==> src/rtl/vga_timing_gen.sv <==
// rtl/vga_timing_gen.sv - raster timing generator with pixel-rate clock enable
module vga_timing_gen #(
  parameter int CLK_DIV   = 2,
  parameter int H_ACTIVE  = 800,
  parameter int H_FP      = 56,
  parameter int H_SYNC    = 120,
  parameter int H_BP      = 64,
  parameter int V_ACTIVE  = 600,
  parameter int V_FP      = 37,
  parameter int V_SYNC    = 6,
  parameter int V_BP      = 23,
  parameter int HSYNC_POL = 1,
  parameter int VSYNC_POL = 1
) (
  input  logic        CLK_100MHz,
  input  logic        RESET,
  input  logic        ENABLE,
  output logic [10:0] CurrentX,
  output logic [10:0] CurrentY,
  output logic        HBlank,
  output logic        VBlank,
  output logic        HSync,
  output logic        VSync,
  output logic        PixelTick,
  output logic        FrameStart
);

  localparam int DIV_W = (CLK_DIV > 1) ? $clog2(CLK_DIV) : 1;
  localparam logic [DIV_W-1:0] DIV_LAST = DIV_W'(CLK_DIV - 1);

  localparam logic [10:0] H_ACT_END  = 11'(H_ACTIVE);
  localparam logic [10:0] H_SYNC_BEG = 11'(H_ACTIVE + H_FP);
  localparam logic [10:0] H_SYNC_END = 11'(H_ACTIVE + H_FP + H_SYNC);
  localparam logic [10:0] H_LAST     = 11'(H_ACTIVE + H_FP + H_SYNC + H_BP - 1);
  localparam logic [10:0] V_ACT_END  = 11'(V_ACTIVE);
  localparam logic [10:0] V_SYNC_BEG = 11'(V_ACTIVE + V_FP);
  localparam logic [10:0] V_SYNC_END = 11'(V_ACTIVE + V_FP + V_SYNC);
  localparam logic [10:0] V_LAST     = 11'(V_ACTIVE + V_FP + V_SYNC + V_BP - 1);

  localparam logic HS_ON = (HSYNC_POL != 0);
  localparam logic VS_ON = (VSYNC_POL != 0);

  logic [DIV_W-1:0] div, div_nxt;
  logic [10:0]      x_nxt, y_nxt;
  logic             adv, frame_wrap;

  // CurrentX/CurrentY are themselves the raster state, so outputs never skew
  always_comb begin
    adv        = ENABLE && (div == DIV_LAST);
    div_nxt    = div;
    x_nxt      = CurrentX;
    y_nxt      = CurrentY;
    frame_wrap = 1'b0;
    if (ENABLE)
      div_nxt = adv ? '0 : div + 1'b1;
    if (adv) begin
      if (CurrentX == H_LAST) begin
        x_nxt = '0;
        if (CurrentY == V_LAST) begin
          y_nxt      = '0;
          frame_wrap = 1'b1;
        end else begin
          y_nxt = CurrentY + 11'd1;
        end
      end else begin
        x_nxt = CurrentX + 11'd1;
      end
    end
  end

  always_ff @(posedge CLK_100MHz) begin
    if (RESET) begin
      div        <= '0;
      CurrentX   <= '0;
      CurrentY   <= '0;
      HBlank     <= 1'b0;
      VBlank     <= 1'b0;
      HSync      <= ~HS_ON;
      VSync      <= ~VS_ON;
      PixelTick  <= 1'b0;
      FrameStart <= 1'b0;
    end else begin
      div        <= div_nxt;
      CurrentX   <= x_nxt;
      CurrentY   <= y_nxt;
      HBlank     <= (x_nxt >= H_ACT_END);
      VBlank     <= (y_nxt >= V_ACT_END);
      HSync      <= ((x_nxt >= H_SYNC_BEG) && (x_nxt < H_SYNC_END)) ? HS_ON : ~HS_ON;
      VSync      <= ((y_nxt >= V_SYNC_BEG) && (y_nxt < V_SYNC_END)) ? VS_ON : ~VS_ON;
      PixelTick  <= adv;
      FrameStart <= frame_wrap;
    end
  end

endmodule

==> config.mk <==
export PLATFORM = sky130hd
export DESIGN_NAME = vga_timing_gen
export DESIGN_NICKNAME = d
export VERILOG_FILES = /design/src/rtl/vga_timing_gen.sv
export SDC_FILE = /design/constraint.sdc
export NUM_CORES = 1
export LEC_CHECK = 0
export CORE_ASPECT_RATIO = 1.25
export CORE_MARGIN = 1
export CORE_UTILIZATION = 48
export CTS_BUF_LIST = sky130_fd_sc_hd__clkbuf_8
export DETAILED_ROUTE_END_ITERATION = 16
export HOLD_SLACK_MARGIN = 0.03
export PLACE_DENSITY_LB_ADDON = 0.05
export SETUP_SLACK_MARGIN = 0.1
export SLEW_MARGIN = 20
export SYNTH_ARGS = -nofsm -noshare
export SYNTH_HDL_FRONTEND = slang
export SYNTH_SLANG_ARGS = --single-unit
export TNS_END_PERCENT = 10
==> constraint.sdc <==
create_clock -name CLK_100MHz -period 2.2 [get_ports CLK_100MHz]
set_input_delay 0.44 -clock CLK_100MHz [delete_from_list [all_inputs] [get_ports CLK_100MHz]]
set_output_delay 0.44 -clock CLK_100MHz [all_outputs]
set_load 0.05 [all_outputs]
==> impl_metrics.toml, run 1 <==
[synth]
ys_ff_latch = 29
synth.avg_cell_area_um2 = 8.16
netlist_area_mm2 = 0.00154
synth_common_cells = "dfxtp_1 (29), nor2_1 (23), a21oi_1 (16)"
yosys.area.top_type_share = 0.377
synth_fp_nets = 195
post-synth-top-area-cell = "dfxtp_1"
yosys.cell_types.count = 42
ys_dominant_reg_cell = "dfxtp_1"
ys_async_sr_fraction = 0
synthCells = 189
yosys.cell_count.top_type = "dfxtp_1"
yosysWarnings = 0
yosysSeqAreaShare = 0.377
synth_edf_count = 0
synth.area.top_cells = "dfxtp_1 (38%), xnor2_1 (5.7%), nor2_1 (5.6%), a21oi_1 (5.2%), nor3_1 (4.2%)"

[critical_path]
path_depth = 8
reg2reg_depth = 8
worstPathMaxFanout = 5
slowest_stage = "or4_4"
worstReg2RegEnd = "VSync"
timing.rr.start = "CurrentX[7]"
slowest_delay_ps = 480
cp.arrival_ps = 2410
startpoint_type = "flop"
path_cells = "nor4b_4, nand4_1, buf_4, buf_6, or4_4, nand3_2, nor3_2, o211a_1"
critPathKind = "reg -> reg"
cp_top_family = "simple AND/OR/NAND/NOR gates"
critPathBufInv = 2
end_kind = "flop"
r2r_slack_ps = -40
cp.required_ps = 2370

[floorplan]
die_height_um = 65.4
row_count = 22
core_mm2 = 0.00300
initial_utilization = 0.514
die_w_um = 52.7
num_io_pins = 31
die_area_mm2 = 0.00344

[sta]
whs_ps = 543
worst_pin_slew_ps = 509
timing.slew.headroom = 0.660
finClkSkew_ps = 11.7
period_share = 1.02
worst_slack_ps = -37.5
rsz0062_at_grt = "yes"
period_minus_slack_ps = 2240
fmaxAchievable_mhz = 447
slew_violations = 0
hold_violations = 0
final-setup-viol-count = 1

[worst_hold_path]
worstHoldPathCells = 2
hp-start = "CurrentY[4]"
hp-class = "reg -> reg"
holdPathEnd = "CurrentY[4]"

[layout]
drive_gt1_frac = 0.330
nNetsFinal = 266
postLayoutCoreUtil = 0.800
seq_area_um2 = 611
num-fill-cells = 216
syn_to_final_growth_pct = 55.8
final_cell_area_mm2 = 0.00240
num_antenna_cells = 0
multi_input_area_mm2 = 0.00101

[global_route]
antenna_found_initial = 0
grt.overflow.total = 0
grt_pass1_vias = 1585
track_usage = 0.286
grt_pass1_wl_um = 7220
grt_max_degree = 16

[routing]
ant_nets = 0
vias = 1734
initialDrtViolationCount = 39
wl_per_cell_um = 15.6
detail_route.drc_violations = 0
wirelength_um = 4630
firstDrtPassIters = 4
vias_per_cell = 5.84

[clock_tree]
clkSinkCount = 29
cts-htree-levels = 2
holdBufCountCts = 0
clockBufferDepth = 2
cts_tree = "built"
root_buffer = "clkbuf_8"
numCtsBuffers = 5
insertion_delay_ps = 280
clkTransAtPathRegs_ps = 70

[placement]
dp_hpwl_um = 3040
dpl_worst_slack_ps = -417
numPortBuffers = 30
placed_area_mm2 = 0.00215
globalplace.congestion = 0.844

[status]
status = "complete, but fails checks"
violations = "setup timing"

[flow_run]
maxCapViolCount = 0

[power_and_ir_drop]
internal_power_mw = 0.794
p_clk_frac = 0.433
sequentialPowerShare = 0.516
peakVddDrop_mv = 0.505
power_density_mw_per_mm2 = 428
p_comb_frac = 0.051
switching_power_mw = 0.234
p_sw_frac = 0.228
total_leakage_power_nw = 0.935
-- final cells by class --
| type | count | share of cell area |
|---|---|---|
| clock inverter | 2 | 0.00313 |
| sequential | 29 | 0.254 |
| multi-input combinational | 148 | 0.422 |
| tap | 36 | 0.0188 |
| inverter | 2 | 0.00313 |
| timing repair buffer | 74 | 0.264 |
| clock buffer | 6 | 0.0344 |
-- what timing repair did --
item,in CTS,in global routing
endpoints found under the hold margin,0,0
gates cloned,0,1
buffers inserted,2,8
endpoints found under the setup margin,4,2
gates resized for setup,11,6
pin swaps,5,7
-- kinds of logic after synthesis --
family                   count (synthesis)  share of synthesized area
flip-flops                              29                      0.377
adder cells (fa/ha/maj)                  3                     0.0244
AO/OA/AOI/OAI                           34                      0.135
buffers and inverters                   12                     0.0325
AND/OR/NAND/NOR                         95                      0.339
multiplexers                             2                     0.0130
XOR/XNOR                                14                     0.0795
-- stage by stage --
stage,instances,total power [mW],TNS [ps]
5_1_grt,297,1.07,-192
3_5_place_dp,278,0.592,-1390
3_3_place_gp,278,0.591,-919
2_1_floorplan,189,0.568,0
4_1_cts,288,1.04,-87.5
6_report,297,1.03,-37.5
-- sequential cells by signal, indices dropped and copies added (netlist names) --
name,cells
HSync,1
CurrentY,11
VSync,1
HBlank,1
FrameStart,1
PixelTick,1
CurrentX,11
VBlank,1
div,1
-- worst max-delay path by stage --
stage                      startpoint  slack (ps)     to
final                     CurrentX[7]         -40  VSync
after global placement         ENABLE        -320  VSync
after detailed placement       ENABLE        -420  VSync
after CTS                 CurrentX[1]         -90  VSync
after global routing      CurrentX[0]        -130  VSync
after floorplan           CurrentX[1]          50  VSync
-- routing by layer --
metal	track usage	up-vias	part of all wire
met4	0.188	0	0.043
li1	-	825	-
met5	0	-	0
met3	0.0579	20	0.046
met2	0.467	69	0.49
met1	0.329	820	0.42
-- worst reg2reg max path, delay by kind of cell (launching register included) --
| kind | cells | cell delay, ps |
|---|---|---|
| simple gates | 5 | 1210 |
| compound gates | 1 | 240 |
| buf+inv | 2 | 350 |
| flops | 1 | 330 |
-- layout by cell type, fill, tap and decap left out, types with 2 or more instances in the layout --
master,count
buf_6,2
o21ai_0,4
dfxtp_2,15
nand4_1,7
a31oi_1,3
xnor2_1,10
nor3_2,5
dfxtp_1,11
clkbuf_8,6
nor3_1,8
nand2_1,15
nor2b_1,4
inv_1,4
or3_1,4
nand3_1,6
buf_4,41
a21oi_1,16
nor2_1,23
mux2i_1,2
xor2_1,4
and3_1,3
or4_4,2
and4b_1,2
o211ai_1,2
nor4b_2,2
clkdlybuf4s50_1,29
ha_1,2
dfxtp_4,3
-- power groups by stage --
stage	Clock, mW	Sequential (mW)	Combinational [mW]
floorplan	0	0.551	0.0170
detailed placement	0	0.542	0.0503
CTS	0.456	0.530	0.0518
global route	0.480	0.531	0.0565
finish	0.445	0.531	0.0521
global placement	0	0.542	0.0492
(Power assumes the default switching activity.)
==> run 2: changes to the inputs <==
Settings changed: CORE_ASPECT_RATIO 1.25 to default.
==> run 2 against run 1 <==
The flow now finishes without violations. Clock skew is 5.6 ps lower. Total power fell by 2.7%. Sequential share of layout area grew 0.83 points. Critical path type unchanged. Critical endpoint unchanged.
==> impl_metrics.toml, run 2 (synthesis results as in run 1) <==
[critical_path]
crit_path_start = "CurrentX[1]"
reg2reg_depth = 9
cp.required_ps = 2430
startpoint_type = "flop"
path_cells = "ha_4, and4b_1, nand4_1, buf_4, buf_6, nor4b_1, nor3_2, nor4_2, o211a_1"
r2r_slack_ps = 60
slowest_delay_ps = 380
slowest_stage = "nor4b_1"
worstReg2RegEnd = "VSync"
worstPathMaxFanout = 16
timing.rr.start = "CurrentX[1]"
end_kind = "flop"
cp-endpoint = "VSync"
critPathKind = "reg -> reg"
cp.arrival_ps = 2370

[layout]
postLayoutCoreUtil = 0.761
nNetsFinal = 256
multi_input_area_mm2 = 0.00100
layout_commonest_cell = "buf_4"
num_antenna_cells = 0
num-fill-cells = 231
seq_area_um2 = 611
syn_to_final_growth_pct = 50.8
top_regs = "CurrentX: 11 flops, CurrentY: 11 flops"
layout_common_cells = "buf_4 (32), clkdlybuf4s50_1 (27), nor2_1 (23), a21oi_1 (16), dfxtp_2 (15)"
drive_gt1_frac = 0.303

[clock_tree]
root_buffer = "clkbuf_8"
cts-htree-levels = 2
clockBufferDepth = 2
insertion_delay_ps = 280
clkTransAtPathRegs_ps = 60
cts_tree = "built"
clkSinkCount = 29
holdBufCountCts = 0
numCtsBuffers = 5

[power_and_ir_drop]
power_density_mw_per_mm2 = 430
peakVddDrop_mv = 0.432
total_leakage_power_nw = 0.929

[floorplan]
num_io_pins = 31
die_w_um = 58.7
die_area_mm2 = 0.00344
die_height_um = 58.7
core_mm2 = 0.00305
initial_utilization = 0.505
row_count = 20

[global_route]
grt_max_degree = 17
grt_pass1_wl_um = 7040
antenna_found_initial = 0
grt_pass1_vias = 1576
grt.overflow.total = 0
track_usage = 0.275

[sta]
final-setup-viol-count = 0
worst_pin_slew_ps = 505
rsz0062_at_grt = "yes"
worst_slack_ps = 63.1
period_minus_slack_ps = 2140
fmaxAchievable_mhz = 468
finClkSkew_ps = 6.02
whs_ps = 546
slew_violations = 0
period_share = 0.971
timing.slew.headroom = 0.662
hold_violations = 0

[status]
status = "completed"

[routing]
wl_per_cell_um = 14.8
firstDrtPassIters = 4
wirelength_um = 4360
initialDrtViolationCount = 65
ant_nets = 0
vias = 1715
detail_route.drc_violations = 0
vias_per_cell = 5.81

[worst_hold_path]
hp-class = "reg -> reg"

[placement]
numPortBuffers = 30
dp_hpwl_um = 3000
dpl_worst_slack_ps = -320
globalplace.congestion = 0.834

[flow_run]
maxCapViolCount = 0
-- run 2: cell count changes in the layout (fill, tap and decap cells not counted), moves of 2 or more --
cell / change
buf_4: -9
clkdlybuf4s50_1: -2
clkinv_2: +2
dlymetal6s2s_1: +2
nor3_2: -2
nor4b_1: +2
nor4b_2: -2
-- run 2: stage by stage --
step                setup TNS (ps)  total power, mW  instance area (um2)  cells
CTS                          -41.0             1.01                 2270    294
floorplan                        0            0.568                 1610    189
detailed placement            -969            0.593                 2120    281
finish                           0             1.00                 2320    295
global placement              -629            0.591                 2120    281
global route                 -62.4             1.05                 2320    295
-- run 2: timing repair --
item	CTS	global route
gates resized for setup	7	12
setup buffers	5	1
pin swaps	6	8
setup endpoints to repair	2	6
-- run 2: cell type report --
class	count	area share
Clock inverter	3	0.00592
Inverter	2	0.00323
Tap cell	44	0.0237
Clock buffer	5	0.0296
Sequential cell	29	0.263
Multi-Input combinational cell	148	0.431
Timing Repair Buffer	64	0.244
-- run 2: critical path, delay by kind of cell (launching register included) --
| family | cells | cell delay (ps) |
|---|---|---|
| flops | 1 | 360 |
| fa+ha+maj | 1 | 130 |
| compound gates | 1 | 160 |
| buf+inv | 2 | 340 |
| simple gates | 5 | 1090 |
-- run 2: metal layers --
| layer | track usage | vias up | wire, um | share of wire |
|---|---|---|---|---|
| met1 | 0.325 | 824 | 1710 | 0.39 |
| met3 | 0.0549 | 15 | 237 | 0.054 |
| met4 | 0.119 | 0 | 107 | 0.025 |
| met5 | 0 | - | 0 | 0 |
| met2 | 0.484 | 69 | 2300 | 0.53 |
| li1 | - | 807 | - | - |
-- run 2: worst min-delay path by stage --
stage | start | to | slack, ps | cells after the start
6_report | CurrentY[9] | CurrentY[9] | 550 | 1
3_3_place_gp | CurrentY[9] | CurrentY[9] | 530 | 1
5_1_grt | CurrentY[9] | CurrentY[9] | 560 | 1
4_1_cts | CurrentY[9] | CurrentY[9] | 560 | 1
2_1_floorplan | div | div | 510 | 2
3_5_place_dp | CurrentY[9] | CurrentY[9] | 550 | 1
-- run 2: report_power, final --
| part | internal [mW] | leakage (nW) | switching [mW] |
|---|---|---|---|
| Clock | 0.214 | 0.0491 | 0.205 |
| Sequential | 0.527 | 0.244 | 0.00392 |
| Combinational | 0.0214 | 0.636 | 0.0297 |
| Total | 0.762 | 0.929 | 0.238 |
